===== config.mk =====
export PLATFORM = sky130hd
export DESIGN_NAME = ktne_bomb_timer
export DESIGN_NICKNAME = d
export VERILOG_FILES = /design/src/rtl/ktne_bomb_timer.sv
export SDC_FILE = /design/constraint.sdc
export NUM_CORES = 1
export LEC_CHECK = 0
export ABC_AREA = 1
export CORE_MARGIN = 8
export CORE_UTILIZATION = 30
export CTS_BUF_LIST = sky130_fd_sc_hd__clkbuf_4 sky130_fd_sc_hd__clkbuf_8
export CTS_CLUSTER_DIAMETER = 150
export CTS_CLUSTER_SIZE = 24
export DETAILED_ROUTE_END_ITERATION = 8
export RECOVER_POWER = 25
export SYNTH_ARGS = -nofsm -noshare
export SYNTH_HDL_FRONTEND = slang
export SYNTH_SLANG_ARGS = --single-unit

===== constraint.sdc =====
create_clock -name CLOCK_50 -period 5.6 [get_ports CLOCK_50]
set_input_delay 1.12 -clock CLOCK_50 [delete_from_list [all_inputs] [get_ports CLOCK_50]]
set_output_delay 1.12 -clock CLOCK_50 [all_outputs]
set_load 0.02 [all_outputs]

===== src/rtl/ktne_bomb_timer.sv =====
// KTNE bomb countdown timer: BCD M:SS countdown with strike-driven speedup,
// defuse/explode end states and active-low seven-segment digit drive.
module ktne_bomb_timer #(
    parameter int unsigned CLK_HZ      = 50_000_000,
    parameter int unsigned DIGITS      = 3,
    parameter int unsigned START_MIN   = 5,
    parameter int unsigned START_SEC   = 0,
    parameter int unsigned MAX_STRIKES = 3,
    parameter int unsigned SPEEDUP     = 1
) (
    input  logic                CLOCK_50,
    input  logic                reset,
    input  logic                start,
    input  logic                pause,
    input  logic                strike,
    input  logic                defuse,
    output logic [7*DIGITS-1:0] hex,
    output logic [2:0]          strikes,
    output logic [1:0]          state,
    output logic                tick
);

    localparam int unsigned PW = (CLK_HZ > 1) ? $clog2(CLK_HZ) : 1;
    localparam int unsigned TW = 4 * DIGITS;

    typedef enum logic [1:0] {
        IDLE     = 2'b00,
        RUN      = 2'b01,
        DEFUSED  = 2'b10,
        EXPLODED = 2'b11
    } state_t;

    // Start value packed as BCD digits, seconds in the low byte.
    function automatic logic [TW-1:0] start_bcd();
        logic [TW-1:0] v;
        int unsigned   m;
        v      = '0;
        v[3:0] = 4'(START_SEC % 10);
        v[7:4] = 4'(START_SEC / 10);
        m      = START_MIN;
        for (int i = 2; i < DIGITS; i++) begin
            v[4*i +: 4] = 4'(m % 10);
            m           = m / 10;
        end
        return v;
    endfunction

    // One-second BCD decrement; seconds tens borrow through 5, saturates at zero.
    function automatic logic [TW-1:0] bcd_dec(input logic [TW-1:0] t);
        logic [TW-1:0] r;
        logic          borrow;
        r      = t;
        borrow = (t != '0);
        for (int i = 0; i < DIGITS; i++) begin
            if (borrow) begin
                if (t[4*i +: 4] == 4'd0) begin
                    r[4*i +: 4] = (i == 1) ? 4'd5 : 4'd9;
                end else begin
                    r[4*i +: 4] = t[4*i +: 4] - 4'd1;
                    borrow      = 1'b0;
                end
            end
        end
        return r;
    endfunction

    function automatic logic [6:0] seg7(input logic [3:0] d);
        logic [6:0] s;
        case (d)
            4'd0:    s = 7'b1000000;
            4'd1:    s = 7'b1111001;
            4'd2:    s = 7'b0100100;
            4'd3:    s = 7'b0110000;
            4'd4:    s = 7'b0011001;
            4'd5:    s = 7'b0010010;
            4'd6:    s = 7'b0000010;
            4'd7:    s = 7'b1111000;
            4'd8:    s = 7'b0000000;
            4'd9:    s = 7'b0010000;
            default: s = 7'b1111111;
        endcase
        return s;
    endfunction

    localparam logic [TW-1:0] START_BCD = start_bcd();

    state_t        st;
    logic [TW-1:0] time_bcd;
    logic [PW-1:0] prescaler;
    logic [31:0]   period;
    logic [TW-1:0] time_dec;
    logic [2:0]    strikes_inc;
    logic          fatal_strike;
    logic          zero_next;

    // Tick period shrinks by a power of two per strike, never below one cycle.
    always_comb begin
        period = (SPEEDUP != 0) ? (CLK_HZ >> strikes) : CLK_HZ;
        if (period == 32'd0) begin
            period = 32'd1;
        end
    end

    assign tick         = (st == RUN) && !pause && (32'(prescaler) >= period - 32'd1);
    assign time_dec     = bcd_dec(time_bcd);
    assign strikes_inc  = (32'(strikes) < MAX_STRIKES) ? strikes + 3'd1 : strikes;
    assign fatal_strike = strike && (32'(strikes_inc) == MAX_STRIKES);
    assign zero_next    = tick && (time_dec == '0);
    assign state        = st;

    // Game FSM; explosion outranks defuse when both land in the same cycle.
    always_ff @(posedge CLOCK_50) begin
        if (reset) begin
            st        <= IDLE;
            time_bcd  <= START_BCD;
            prescaler <= '0;
            strikes   <= '0;
        end else begin
            case (st)
                IDLE: begin
                    time_bcd  <= START_BCD;
                    prescaler <= '0;
                    strikes   <= '0;
                    if (start) begin
                        st <= RUN;
                    end
                end
                RUN: begin
                    if (tick) begin
                        prescaler <= '0;
                        time_bcd  <= time_dec;
                    end else if (!pause) begin
                        prescaler <= prescaler + PW'(1);
                    end
                    if (strike) begin
                        strikes <= strikes_inc;
                    end
                    if (zero_next || fatal_strike) begin
                        st <= EXPLODED;
                    end else if (defuse) begin
                        st <= DEFUSED;
                    end
                end
                default: begin
                end
            endcase
        end
    end

    // Display decode; an exploded bomb shows dashes on every digit.
    always_comb begin
        hex = '0;
        for (int i = 0; i < DIGITS; i++) begin
            hex[7*i +: 7] = (st == EXPLODED) ? 7'b0111111 : seg7(time_bcd[4*i +: 4]);
        end
    end

endmodule

==> impl_table.tex <==
\begin{tabular}{lr}
\hline
Metric & Value \\
\hline
\multicolumn{2}{l}{\textbf{Status}} \\
\quad Result of the run & finished clean \\
\multicolumn{2}{l}{\textbf{CTS}} \\
\quad Number of CTS-inserted buffers & 9 \\
\quad Num Clock Sinks & 64 \\
\quad Later-pin clock latency in the skew report & 350 ps \\
\quad Maximum level of the CTS H-tree & 3 \\
\quad CTS root buffer & sky130\_fd\_sc\_hd\_\_clkbuf\_8 \\
\quad Clock transition at the registers of the reported paths & 70 ps \\
\quad Max Buffers Root-to-Sink & 2 \\
\quad Clock tree from TritonCTS & done \\
\quad Hold buffers post-CTS & 0 \\
\multicolumn{2}{l}{\textbf{Route}} \\
\quad Routed wirelength normalized by instance count & 12.26 um \\
\quad Final Routed Wirelength & 11690 um \\
\quad TritonRoute pass-1 iters & 4 \\
\quad Final ANT Viol Nets & 0 \\
\quad First DRT Iteration DRCs & 278 \\
\quad Via Count & 4346 \\
\quad Detailed-route vias per instance & 4.560 \\
\quad Post-detailed-route DRC marker count & 0 \\
\multicolumn{2}{l}{\textbf{STA}} \\
\quad Setup repair after global routing missed its margin & no \\
\quad Final worst clock skew & 13.73 ps \\
\quad Worst-Margin Slew & 781.8 ps \\
\quad Setup violation total in the final timing report & 0 \\
\quad Worst Slack Setup Final & 642.0 ps \\
\quad Shortest period the worst path allows & 4958 ps \\
\quad Max-slew violations & 0 \\
\quad Normalized max-slew margin & 47.56\% \\
\quad Total Neg Setup Slack & 0 ps \\
\quad Final period utilization & 88.54\% \\
\quad FMAX & 201.7 MHz \\
\quad Hold Vio Cnt, Final & 0 \\
\multicolumn{2}{l}{\textbf{Setup path}} \\
\quad Launch instance of the worst register-to-register path & strikes[0] \\
\quad Critical path arrival & 3840 ps \\
\quad Most common cell on crit path & sky130\_fd\_sc\_hd\_\_nand2\_1 \\
\quad Required arrival time at the worst endpoint & 4480 ps \\
\quad Worst Setup End Kind & output port \\
\quad Largest fanout of any net on the critical path & 11 \\
\quad Slowest CP cell & sky130\_fd\_sc\_hd\_\_clkdlybuf4s50\_1 \\
\quad Cell depth of the worst flop-to-flop path & 24 \\
\quad Worst-path cell chain & inv\_1, ha\_1, o21ai\_0, nand3\_1, nor2\_1, nand3\_1, nor3\_1, xor2\_1, ha\_1, nand2\_1, nor2\_1, nand2\_1, inv\_1, nand2\_1, nand2\_1, nand2\_1, nand3\_4, nand2\_8, inv\_4, clkdlybuf4s50\_1 \\
\quad Worst setup path category & reg2out \\
\quad Highest cell delay on the worst timing path & 630 ps \\
\quad Reg-to-reg slack, setup & 1230 ps \\
\quad Startpoint type of the worst setup path & register \\
\multicolumn{2}{l}{\textbf{GRT}} \\
\quad All-layer global routing usage & 12.24\% \\
\quad Largest net degree at the start of global routing & 30 \\
\quad Wire length of the first global-routing pass & 20470 um \\
\quad Total grt overflow & 0 \\
\quad Vias in the first global route & 4231 \\
\quad Initial antenna violation count & 0 \\
\multicolumn{2}{l}{\textbf{Job}} \\
\quad \# Max-Cap Violations & 0 \\
\multicolumn{2}{l}{\textbf{Synth}} \\
\quad Share of the synthesized area in the top cell type & 26.50\% \\
\quad Number of enable-type register cells in the synthesized netlist & 0 \\
\quad Syn\_nets & 758 \\
\quad Most numerous cell types in the synthesized netlist & sky130\_fd\_sc\_hd\_\_nand2\_1 (148), sky130\_fd\_sc\_hd\_\_nor2\_1 (87), sky130\_fd\_sc\_hd\_\_inv\_1 (81) \\
\quad Cells after Synth & 699 \\
\quad Post-synthesis instance area & 4835 um\^{}2 \\
\quad FF+latch count, synth & 64 \\
\quad Syn Area/Cell & 6.917 um\^{}2 \\
\quad Share of flip-flops with an asynchronous set or reset after synthesis & 0\% \\
\quad Sequential share of the synthesized area & 26.50\% \\
\quad Count of distinct cell types in the synthesized netlist & 48 \\
\quad YS warnings & 0 \\
\quad Dominant cells by area after synthesis & sky130\_fd\_sc\_hd\_\_dfxtp\_1 (27\%), sky130\_fd\_sc\_hd\_\_ha\_1 (14\%), sky130\_fd\_sc\_hd\_\_nand2\_1 (11\%), sky130\_fd\_sc\_hd\_\_nor2\_1 (6.8\%), sky130\_fd\_sc\_hd\_\_inv\_1 (6.3\%) \\
\quad Most frequently used cell type in the post-synthesis netlist & sky130\_fd\_sc\_hd\_\_nand2\_1 \\
\quad Post-synth top area cell & sky130\_fd\_sc\_hd\_\_dfxtp\_1 \\
\quad Dominant register cell in the synthesized netlist & sky130\_fd\_sc\_hd\_\_dfxtp\_1 \\
\multicolumn{2}{l}{\textbf{Final layout}} \\
\quad Reg area & 1284 um\^{}2 \\
\quad Area of combinational cells with multiple inputs & 3142 um\^{}2 \\
\quad Proportion of layout cells with a drive suffix above 1 & 11.40\% \\
\quad Layout net count & 791 \\
\quad Number of fill cells & 1709 \\
\quad Area growth syn-to-layout & 16.59\% \\
\quad Final non-filler cell total & 953 \\
\quad Antenna Cells & 0 \\
\multicolumn{2}{l}{\textbf{Placement}} \\
\quad Half-perimeter wire length after detailed placement & 8947 um \\
\quad Post-placement cell count & 937 \\
\quad Number of buffers added on ports & 32 \\
\quad Gp weighted congestion & 0.8622 \\
\quad Minimum setup slack after placement & 871.0 ps \\
\multicolumn{2}{l}{\textbf{Power and ir drop}} \\
\quad Leak pwr & 2.813 nW \\
\quad Maximum vdd ir drop & 144.5 uV \\
\quad Power Dens Cells & 199.7 nW/um\^{}2 \\
\multicolumn{2}{l}{\textbf{Floorplan}} \\
\quad Placeable core region & 15830 um\^{}2 \\
\quad Die area & 20430 um\^{}2 \\
\quad Row Count & 46 \\
\quad Die H & 142.9 um \\
\quad Floorplan die width & 142.9 um \\
\quad Count of boundary I/O pins & 33 \\
\quad Starting utilization of the core area & 30.55\% \\
\multicolumn{2}{l}{\textbf{Worst hold path}} \\
\quad Hold-critical path endpoint & strikes[0] \\
\quad Path type of the worst min-delay path & reg2reg \\
\quad Start point of the worst hold path & strikes[0] \\
\quad Hold Path Stages & 2 \\
\hline
\end{tabular}
[power by group]
group	internal [mW]	switching, mW
clock	0.296	0.203
combinational	0.0508	0.111
sequential	0.459	0.00575
total	0.806	0.319
[what timing repair did]
item | 4_1_cts | 5_1_grt
setup endpoints to repair | 0 | 1
resized for setup | 0 | 2
buffers inserted | 0 | 0
[worst max-delay path, delay by kind of cell, from the launching register on]
kind / cells / cell delay [ps]
DFF: 1 / 420
and+or+nand+nor: 12 / 1230
AOI/OAI and AO/OA: 1 / 180
buffers and inverters: 4 / 960
xor gates and xnor gates: 1 / 100
adders and majority gates: 2 / 590
[metrics by stage]
stage / area [um^2] / utilization [%] / hold slack (ps) / power (mW)
2_1_floorplan: 4835 / - / 484.8 / 0.5809
3_3_place_gp: 5390 / 34.06 / 534.1 / 0.6441
3_5_place_dp: 5390 / 34.06 / 535.9 / 0.6427
4_1_cts: 5634 / 35.60 / 548.4 / 1.148
5_1_grt: 5637 / 35.61 / 592.1 / 1.182
6_report: 5637 / 35.61 / 538.1 / 1.126
[placed cells by master (no fill, tap or decap), types with 3 or more instances in the layout]
cell and count:
sky130_fd_sc_hd__inv_1 81, sky130_fd_sc_hd__nand3_2 4, sky130_fd_sc_hd__buf_4 4, sky130_fd_sc_hd__a21oi_1 40, sky130_fd_sc_hd__ha_1 53, sky130_fd_sc_hd__a32oi_1 3
sky130_fd_sc_hd__nor4_1 3, sky130_fd_sc_hd__xor2_1 15, sky130_fd_sc_hd__dlygate4sd3_1 21, sky130_fd_sc_hd__o21ai_0 19, sky130_fd_sc_hd__xnor2_1 6, sky130_fd_sc_hd__o211ai_1 3
sky130_fd_sc_hd__or2_2 20, sky130_fd_sc_hd__nand2_1 148, sky130_fd_sc_hd__nor3_1 11, sky130_fd_sc_hd__o21ai_2 5, sky130_fd_sc_hd__nand2_2 9, sky130_fd_sc_hd__clkbuf_8 9
sky130_fd_sc_hd__nand3_1 46, sky130_fd_sc_hd__dfxtp_1 62, sky130_fd_sc_hd__o21ai_4 3, sky130_fd_sc_hd__nand3b_1 8, sky130_fd_sc_hd__inv_2 6, sky130_fd_sc_hd__nor2_2 3
sky130_fd_sc_hd__nand4_1 13, sky130_fd_sc_hd__bufinv_16 3, sky130_fd_sc_hd__nor2_1 87, sky130_fd_sc_hd__o21ai_1 3, sky130_fd_sc_hd__clkdlybuf4s50_1 11, sky130_fd_sc_hd__a22oi_1 6
[final cells by class]
class                   count  share of cell area, %
inverters                  91                  6.149
flip-flops and latches     64                  22.77
clock inverters             7                  2.131
clock buffers               9                  2.198
multi-input cells         530                  55.74
repair buffers             36                  6.215
well taps                 216                  4.795
[cells by family after synthesis]
kind of cell	after synthesis	synth area share, %
simple gates	362	34.89
buf+inv	105	8.514
compound gates	94	12.58
flops	64	26.50
fa+ha+maj	53	13.72
xor+xnor	21	3.804
[how the worst max path moves through the flow]
stage	cells past startpoint	slack [ps]	start	to
6_report	20	640	strikes[0]	tick
5_1_grt	20	130	strikes[0]	tick
3_3_place_gp	20	950	strikes[0]	tick
2_1_floorplan	27	1430	strikes[2]	register
4_1_cts	20	460	strikes[0]	tick
3_5_place_dp	20	870	strikes[0]	tick
[routing by layer]
| metal | GRT usage [%] | part of all wire, % |
|---|---|---|
| met4 | 3.915 | 0.98 |
| met5 | 0 | 0 |
| met2 | 20.95 | 49 |
| met3 | 2.504 | 3.0 |
| met1 | 14.99 | 47 |
No activity file was read; power rests on OpenSTA's default activity.
